[config.mk]
export PLATFORM = sky130hd
export DESIGN_NAME = usr_shift_controller_flat
export DESIGN_NICKNAME = d
export VERILOG_FILES = /design/src/rtl/usr_shift_if.sv /design/src/rtl/usr_shift_controller.sv /design/src/flat_wrapper.sv
export SDC_FILE = /design/constraint.sdc
export NUM_CORES = 1
export LEC_CHECK = 0
export CAP_MARGIN = 40
export CORE_ASPECT_RATIO = 0.8
export CORE_MARGIN = 2
export CORE_UTILIZATION = 50
export DETAILED_ROUTE_END_ITERATION = 8
export DONT_BUFFER_PORTS = 1
export PLACE_DENSITY_LB_ADDON = 0.2
export SLEW_MARGIN = 10
export SYNTH_ARGS = -nofsm -noshare
export SYNTH_HDL_FRONTEND = slang
export SYNTH_SLANG_ARGS = --single-unit
export TNS_END_PERCENT = 50
[constraint.sdc]
create_clock -name clk -period 1.96 [get_ports clk]
set_input_delay 0.392 -clock clk [delete_from_list [all_inputs] [get_ports clk]]
set_output_delay 0.392 -clock clk [all_outputs]
set_load 0.005 [all_outputs]
[src/rtl/usr_shift_if.sv]
// Requester/USR-pin bundle for the USR shift sequencer.
// The master side issues jobs; the slave side is the controller driving the USR pins.
interface usr_shift_if #(
  parameter int WIDTH = 4,
  parameter int CNTW  = $clog2(WIDTH) + 1
);
  logic             start;
  logic             ready;
  logic [WIDTH-1:0] din;
  logic             dir;
  logic [CNTW-1:0]  count;
  logic             abort;
  logic             ser_in;
  logic [1:0]       usr_mode;
  logic [WIDTH-1:0] usr_pin;
  logic             usr_sir;
  logic             usr_sil;
  logic             busy;
  logic             done;

  modport master (
    output start, din, dir, count, abort, ser_in,
    input  ready, usr_mode, usr_pin, usr_sir, usr_sil, busy, done
  );

  modport slave (
    input  start, din, dir, count, abort, ser_in,
    output ready, usr_mode, usr_pin, usr_sir, usr_sil, busy, done
  );
endinterface

[src/rtl/usr_shift_controller.sv]
// Sequencer for one universal shift register: load a word, shift it N places, then hold.
//
//   state   | meaning
//   --------+-------------------------------------------------------
//   S_IDLE  | ready for a job, USR held
//   S_LOAD  | one cycle of parallel load (mode 11)
//   S_SHIFT | one shift per cycle until remaining reaches zero
//   S_DONE  | one-cycle done pulse, USR held, not yet ready
module usr_shift_controller #(
  parameter int WIDTH = 4,
  parameter int CNTW  = $clog2(WIDTH) + 1
) (
  input  logic          clk,
  input  logic          rst,
  usr_shift_if.slave    bus
);

  typedef enum logic [1:0] {
    S_IDLE,
    S_LOAD,
    S_SHIFT,
    S_DONE
  } state_t;

  localparam logic [1:0] MODE_HOLD  = 2'b00;
  localparam logic [1:0] MODE_SHR   = 2'b01;
  localparam logic [1:0] MODE_SHL   = 2'b10;
  localparam logic [1:0] MODE_LOAD  = 2'b11;
  localparam logic [CNTW-1:0] MAX_CNT = CNTW'(WIDTH);

  state_t           state;
  logic [CNTW-1:0]  remaining;
  logic             dir_q;
  logic [1:0]       mode_q;
  logic [WIDTH-1:0] pin_q;
  logic             ready_q;
  logic             busy_q;
  logic             done_q;
  logic [CNTW-1:0]  count_clamped;

  assign count_clamped = (bus.count > MAX_CNT) ? MAX_CNT : bus.count;

  always_ff @(posedge clk) begin
    if (rst) begin
      state     <= S_IDLE;
      remaining <= '0;
      dir_q     <= 1'b0;
      mode_q    <= MODE_HOLD;
      pin_q     <= '0;
      ready_q   <= 1'b1;
      busy_q    <= 1'b0;
      done_q    <= 1'b0;
    end else begin
      case (state)
        S_IDLE: begin
          // start outranks a simultaneous abort here
          if (bus.start) begin
            pin_q     <= bus.din;
            dir_q     <= bus.dir;
            remaining <= count_clamped;
            state     <= S_LOAD;
            mode_q    <= MODE_LOAD;
            ready_q   <= 1'b0;
            busy_q    <= 1'b1;
          end
        end
        S_LOAD: begin
          if (bus.abort) begin
            state   <= S_IDLE;
            mode_q  <= MODE_HOLD;
            busy_q  <= 1'b0;
            ready_q <= 1'b1;
          end else if (remaining != '0) begin
            state  <= S_SHIFT;
            mode_q <= dir_q ? MODE_SHL : MODE_SHR;
          end else begin
            state  <= S_DONE;
            mode_q <= MODE_HOLD;
            busy_q <= 1'b0;
            done_q <= 1'b1;
          end
        end
        S_SHIFT: begin
          remaining <= remaining - 1'b1;
          if (bus.abort) begin
            state   <= S_IDLE;
            mode_q  <= MODE_HOLD;
            busy_q  <= 1'b0;
            ready_q <= 1'b1;
          end else if (remaining == CNTW'(1)) begin
            state  <= S_DONE;
            mode_q <= MODE_HOLD;
            busy_q <= 1'b0;
            done_q <= 1'b1;
          end
        end
        S_DONE: begin
          state   <= S_IDLE;
          done_q  <= 1'b0;
          ready_q <= 1'b1;
        end
        default: begin
          state   <= S_IDLE;
          mode_q  <= MODE_HOLD;
          busy_q  <= 1'b0;
          done_q  <= 1'b0;
          ready_q <= 1'b1;
        end
      endcase
    end
  end

  assign bus.usr_mode = mode_q;
  assign bus.usr_pin  = pin_q;
  assign bus.ready    = ready_q;
  assign bus.busy     = busy_q;
  assign bus.done     = done_q;
  // Serial inputs follow ser_in only on the side currently shifting in
  assign bus.usr_sir  = (state == S_SHIFT) && !dir_q && bus.ser_in;
  assign bus.usr_sil  = (state == S_SHIFT) &&  dir_q && bus.ser_in;

endmodule

[src/flat_wrapper.sv]
// flat-port wrapper written by rule: the top's interface ports become plain ports
module usr_shift_controller_flat 
#(
  parameter int WIDTH = 4,
  parameter int CNTW  = $clog2(WIDTH) + 1
)
  (clk, rst, bus_start, bus_din, bus_dir, bus_count, bus_abort, bus_ser_in, bus_ready, bus_usr_mode, bus_usr_pin, bus_usr_sir, bus_usr_sil, bus_busy, bus_done);
  usr_shift_if #(.WIDTH(WIDTH), .CNTW(CNTW)) bus_i ();
  input  logic clk;
  input  logic rst;
  input wire logic [$bits(bus_i.start)-1:0] bus_start;
  input wire logic [$bits(bus_i.din)-1:0] bus_din;
  input wire logic [$bits(bus_i.dir)-1:0] bus_dir;
  input wire logic [$bits(bus_i.count)-1:0] bus_count;
  input wire logic [$bits(bus_i.abort)-1:0] bus_abort;
  input wire logic [$bits(bus_i.ser_in)-1:0] bus_ser_in;
  output wire logic [$bits(bus_i.ready)-1:0] bus_ready;
  output wire logic [$bits(bus_i.usr_mode)-1:0] bus_usr_mode;
  output wire logic [$bits(bus_i.usr_pin)-1:0] bus_usr_pin;
  output wire logic [$bits(bus_i.usr_sir)-1:0] bus_usr_sir;
  output wire logic [$bits(bus_i.usr_sil)-1:0] bus_usr_sil;
  output wire logic [$bits(bus_i.busy)-1:0] bus_busy;
  output wire logic [$bits(bus_i.done)-1:0] bus_done;
  assign bus_i.start = bus_start;
  assign bus_i.din = bus_din;
  assign bus_i.dir = bus_dir;
  assign bus_i.count = bus_count;
  assign bus_i.abort = bus_abort;
  assign bus_i.ser_in = bus_ser_in;
  assign bus_ready = bus_i.ready;
  assign bus_usr_mode = bus_i.usr_mode;
  assign bus_usr_pin = bus_i.usr_pin;
  assign bus_usr_sir = bus_i.usr_sir;
  assign bus_usr_sil = bus_i.usr_sil;
  assign bus_busy = bus_i.busy;
  assign bus_done = bus_i.done;
  usr_shift_controller #(.WIDTH(WIDTH), .CNTW(CNTW)) u_core (.clk(clk), .rst(rst), .bus(bus_i));
endmodule
==> metrics.cfg, run 1 <==
[run_status]
status = complete, no violations

[placed_design]
port_buffers = 0
gp_congestion = 0.799
dp_cells = 123
hpwl_microns = 1350

[detailed_routing]
drtIter0Drc = 14
drcViolationCount = 0
dr.pass1.iters = 4
wire_per_inst_microns = 13.8
viasPerCell = 5.76
vias = 731
drt_wl_total_microns = 1750
final_antenna_net_count = 0

[synth]
ys_warn_count = 0
ys_async_sr_fraction_pct = 0
ys.flop_type = dfxtp_1
synth_common_cells = 15 x dfxtp_1, 13 x a21oi_1, 10 x ha_1, 10 x inv_1, 7 x nand2_1
synth.distinct_cells = 34
synth_nets = 127
syn_area_sq_um = 928
ys_seq_elements = 15
avgSynthCellArea_sq_um = 8.93
synth_top_area_cell = dfxtp_1
syn_inst = 104
synth_edf_count = 0
ys_seq_area_share_pct = 32.3
synth.most_common_cell = dfxtp_1
synthTopCellsByArea = dfxtp_1 32%, ha_1 13%, a21oi_1 7.0%
synth_top_area_share_pct = 32.3

[cts]
cts_sinks = 15
clk_latency_ns = 0.28
numCtsBuffers = 3
cts_max_level = 1
max-clock-path-buffers = 2
tritoncts = built
cts_root_buf = clkbuf_4
path_clk_slew_ns = 0.09
postCtsSetupBuffers = 0

[power_and_ir_drop]
combPwrFrac_pct = 24.8
p_sw_mw = 0.221
power_leakage_nw = 0.376
ir_drop_mv = 0.499
cellPowerDensity_nw_per_um2 = 749
p_seq_share_pct = 50.8
cell_internal_pwr_mw = 0.500
p_sw_share_pct = 30.7
p_clk_share_pct = 24.5

[worst_setup_path]
rrSetupSlack_ns = 0.16
crit_type = register to register
arrival_ns = 2.02
worstPathMaxFanout = 11
end_kind = register
worst_ep_required_time_ns = 2.18
critPathLaunchType = register

[global_route]
grt_overflow = 0
grt.total_usage_pct = 17.8
grt_max_degree = 13
grt_pass1_vias = 673
antenna_found_initial = 0
grt_first_pass_wirelength_microns = 2970

[final_layout]
final_nets = 129
syn2layout_area_growth_pct = 3.64
drive_above_1_share_pct = 15.2
fin_util_pct = 56.9
stdcell_count = 127
num_antenna_cells = 0

[floorplanning]
core_area_sq_um = 1690
die_area_sq_um = 2220
initial_core_util_pct = 54.9
dieHeight_microns = 42.5
die_w_microns = 52.2
rows = 13
io-pin-count = 24

[sta]
slew_headroom_pct = 70.1
worst_slew_pin_slew_ns = 0.436
finalCritPeriodShare_pct = 91.9
hold_viol = 0
max_freq_ghz = 0.555
grt_setup_unrepaired = false
fin_hold_ws_ns = 0.163
finalSetupTns_ns = 0
finalCriticalPeriod_ns = 1.80
fin_skew_ns = 0.00304
drv_slew = 0
setup_viol = 0

[min_path]
hp-class = primary input to register

[job]
drv_cap = 0

[critical path, stage by stage, from the launching register on]
cell and delay [ns]:
dfxtp_1 0.44, inv_1 0.12, ha_1 0.30, buf_4 0.20, or4b_1 0.52, a21oi_1 0.15
[stage by stage]
step	setup WS [ns]	power, mW	area [sq um]
floorplan	0.348	0.526	928
global placement	0.238	0.545	932
detailed placement	0.151	0.550	932
CTS	0.131	0.731	960
global route	0.0102	0.771	962
finish	0.159	0.721	962
[layer usage]
| metal | track usage, % | share of wire [%] |
|---|---|---|
| met1 | 23.5 | 47 |
| met2 | 28.4 | 47 |
| met3 | 7.14 | 6.7 |
| met4 | 1.54 | 0 |
| met5 | 0 | 0 |
[layout by cell type (no fill, tap or decap), types with 2 or more instances in the layout]
cell,synthesis,routed
o21ai_0,6,6
a21oi_1,13,13
ha_1,10,9
nor3b_1,2,2
nand3_1,5,5
a311oi_1,2,2
nor2b_4,2,2
nor2b_1,4,4
nand2_1,7,7
dfxtp_1,15,15
clkbuf_4,0,3
buf_4,1,2
nor2_1,4,4
inv_1,10,10
o22a_1,2,2
[area by class of cell]
| type | count | area, sq um |
|---|---|---|
| Sequential cell | 15 | 300 |
| Tap cell | 22 | 27.5 |
| Inverter | 10 | 37.5 |
| Clock buffer | 3 | 22.5 |
| Fill cell | 159 | 729 |
| Multi-Input combinational cell | 74 | 554 |
| Clock inverter | 1 | 5.00 |
| Timing Repair Buffer | 2 | 15.0 |
[power groups by stage]
stage                     clock network, mW  registers (mW)  logic [mW]
after CTS                             0.187           0.367       0.177
after detailed placement                  0           0.374       0.176
after global placement                    0           0.373       0.172
final                                 0.177           0.366       0.178
after floorplan                           0           0.367       0.159
after global routing                  0.197           0.372       0.202
[repair_timing]
| action | 4_1_cts | 5_1_grt |
|---|---|---|
| setup endpoints to repair | 0 | 1 |
| hold buffers | 0 | 0 |
| hold endpoints to repair | 0 | 0 |
| gates resized for setup | 0 | 1 |
[final timing paths]
check / from / endpoint / cells past startpoint
max: u_core.state[0] / u_core.remaining[0] / 5
max reg2reg: u_core.state[0] / u_core.remaining[0] / 5
min reg2reg: u_core.bus.usr_pin[0] / u_core.bus.usr_pin[0] / 2
min: rst / u_core.bus.usr_pin[2] / 1
[sequential cells by signal (all words and copies together) (netlist names)]
name,flops
u_core.bus.usr_pin,4
u_core.bus.usr_mode,2
u_core.dir_q,1
u_core.remaining,3
u_core.bus.busy,1
u_core.bus.ready,1
u_core.bus.done,1
u_core.state,2
[cell families (layout without fill, tap and decap cells)]
logic type      after synthesis  after routing  synth area share, %
simple gates                 31             31                 20.2
compound gates               31             31                 23.5
flops                        15             15                 32.3
buf+inv                      15             16                 8.22
fa+ha+maj                    10             10                 13.5
mux                           2              2                 2.29
No activity file was read; power rests on OpenSTA's default activity.
==> inputs of run 2 (changes only) <==
--- a/config.mk
+++ b/config.mk
@@ -6,7 +6,7 @@
 export NUM_CORES = 1
 export LEC_CHECK = 0
 export CAP_MARGIN = 40
-export CORE_ASPECT_RATIO = 0.8
+export CORE_ASPECT_RATIO = 0.75
 export CORE_MARGIN = 2
 export CORE_UTILIZATION = 50
 export DETAILED_ROUTE_END_ITERATION = 8
==> run 2 against run 1 <==
Effect of this change: highest routed layer is now met4; first-iteration DRC count up 21%; die area about the same; non-clock buffer count up 1; clock-buffer cell count unchanged.
==> metrics.cfg, run 2 (synthesis gave the netlist of run 1 again) <==
[power_and_ir_drop]
p_sw_share_pct = 31.7  ; was 30.7%
cellPowerDensity_nw_per_um2 = 762  ; was 749 nW/um^2
finalPower_mw = 0.740  ; was 0.721 mW
cell_internal_pwr_mw = 0.505  ; was 0.500 mW
p_clk_share_pct = 25.5  ; was 24.5%
p_sw_mw = 0.235  ; was 0.221 mW
p_seq_share_pct = 49.7  ; was 50.8%
ir_drop_mv = 0.640  ; was 0.499 mV
power_leakage_nw = 0.378  ; was 0.376 nW
combPwrFrac_pct = 24.8  ; about the same

[floorplanning]
io-pin-count = 24  ; unchanged
die_w_microns = 53.8  ; was 52.2 microns
rows = 13  ; unchanged
die_area_sq_um = 2220  ; about the same
dieHeight_microns = 41.3  ; was 42.5 microns
core_area_sq_um = 1740  ; was 1690 sq um
initial_core_util_pct = 53.3  ; was 54.9%

[sta]
worst_slew_pin_slew_ns = 0.432  ; was 0.436 ns
slew_headroom_pct = 70.4  ; was 70.1%
drv_slew = 0  ; unchanged
grt_setup_unrepaired = false  ; unchanged
hold_viol = 0  ; unchanged
finalSetupTns_ns = 0  ; unchanged
finalCritPeriodShare_pct = 90.0  ; was 91.9%
fin_skew_ns = 0.00592  ; was 0.00304 ns
setup_viol = 0  ; unchanged
finalCriticalPeriod_ns = 1.76  ; was 1.80 ns
max_freq_ghz = 0.567  ; was 0.555 GHz

[final_layout]
largest_reg_flops = 4  ; unchanged
final_common_cell = dfxtp_1  ; unchanged
num_antenna_cells = 0  ; unchanged
syn2layout_area_growth_pct = 4.58  ; was 3.64%
final_nets = 130  ; was 129
drive_above_1_share_pct = 16.0  ; was 15.2%
final_cell_mix = 14 x dfxtp_1, 13 x a21oi_1, 10 x inv_1, 10 x ha_1, 7 x nand2_1  ; was 15 x dfxtp_1, 13 x a21oi_1, 10 x inv_1, 9 x ha_1, 7 x nand2_1

[detailed_routing]
wl_met2_microns = 802  ; was 817 microns
wl_met1_microns = 897  ; was 816 microns
drt_wl_total_microns = 1810  ; was 1750 microns
dr.pass1.iters = 4  ; unchanged
viasPerCell = 5.55  ; was 5.76
vias = 711  ; was 731
drcViolationCount = 0  ; unchanged
routed.top_layer = met4  ; was met3
final_antenna_net_count = 0  ; unchanged
met3_length_microns = 101  ; was 117 microns
drtIter0Drc = 17  ; was 14
wire_per_inst_microns = 14.1  ; was 13.8 microns

[cts]
cts_root_buf = clkbuf_4  ; unchanged
cts_sinks = 15  ; unchanged
max-clock-path-buffers = 2  ; unchanged
postCtsSetupBuffers = 0  ; unchanged
tritoncts = built  ; unchanged
clk_latency_ns = 0.29  ; was 0.28 ns
path_clk_slew_ns = 0.10  ; was 0.09 ns
cts_max_level = 1  ; unchanged
numCtsBuffers = 3  ; unchanged

[placed_design]
hpwl_microns = 1370  ; was 1350 microns
gp_congestion = 0.835  ; was 0.799
port_buffers = 0  ; unchanged

[global_route]
grt_max_degree = 13  ; unchanged
antenna_found_initial = 0  ; unchanged
grt.total_usage_pct = 19.4  ; was 17.8%
grt_overflow = 0  ; unchanged
grt_pass1_vias = 627  ; was 673
grt_first_pass_wirelength_microns = 2950  ; was 2970 microns

[worst_setup_path]
crit_type = register to output pin  ; was register to register
arrival_ns = 1.37  ; was 2.02 ns
worstPathMaxFanout = 10  ; was 11
end_kind = output pin  ; was register
critPathLaunchType = register  ; unchanged
reg2reg_depth = 6  ; was 5
worst_ep_required_time_ns = 1.57  ; was 2.18 ns

[min_path]
min_path_cells = 1  ; unchanged
hp-class = primary input to register  ; unchanged

[job]
drv_cap = 0  ; unchanged

[run_status]
status = complete, no violations  ; unchanged

run 2: cell count changes in the layout (fill, tap and decap cells not counted), sizes merged:
cell      delta
buf          +1
clkinv       -1
clkinvlp     +1
run 2: metrics by stage:
stage	hold WS (ns)	instance area (sq um)	util, %	setup WS (ns)	instances
global route	0.118	971	55.8	0.0288	128
global placement	0.458	940	54.0	0.265	124
CTS	0.137	970	55.7	0.136	128
floorplan	0.453	928	-	0.348	104
detailed placement	0.464	940	54.0	0.184	124
finish	0.154	971	55.8	0.197	128
run 2: critical path, cell delays in order, from the launching register on:
cell and delay (ns):
dfxtp_2 0.36, inv_1 0.10, ha_1 0.37, nand2_1 0.11
nor2_1 0.14
run 2: final cells by class:
cell class	count	area [sq um]
clock buffer	3	22.5
clock inverter	1	7.51
fill	166	769
inverter	10	37.5
multi-input combinational	74	552
sequential	15	302
tap	22	27.5
timing repair buffer	3	22.5
run 2: power by group through the flow:
stage | combinational [mW] | clock [mW] | sequential [mW]
global route | 0.208 | 0.218 | 0.373
CTS | 0.183 | 0.200 | 0.368
floorplan | 0.159 | 0 | 0.367
detailed placement | 0.182 | 0 | 0.374
finish | 0.183 | 0.189 | 0.368
global placement | 0.179 | 0 | 0.373
run 2: worst paths after layout:
kind | start | to | slack [ns]
worst max-delay path | u_core.state[0] | bus_usr_sir | 0.20
worst min-delay path | rst | u_core.dir_q | 0.15
worst max register to register | u_core.state[0] | u_core.bus.busy | 0.24
worst min register to register | u_core.bus.usr_pin[2] | u_core.bus.usr_pin[2] | 0.48
run 2: metal layers:
metal | track usage, % | vias to the layer above
met1 | 25.9 | 323
met2 | 29.0 | 19
li1 | - | 367
met3 | 8.57 | 2
met4 | 3.85 | 0
met5 | 0 | -
run 2: timing repair:
action | in CTS | in global routing
hold buffers | 0 | 0
endpoints found under the setup margin | 0 | 1
gates resized for setup | 0 | 1
hold endpoints to repair | 0 | 0
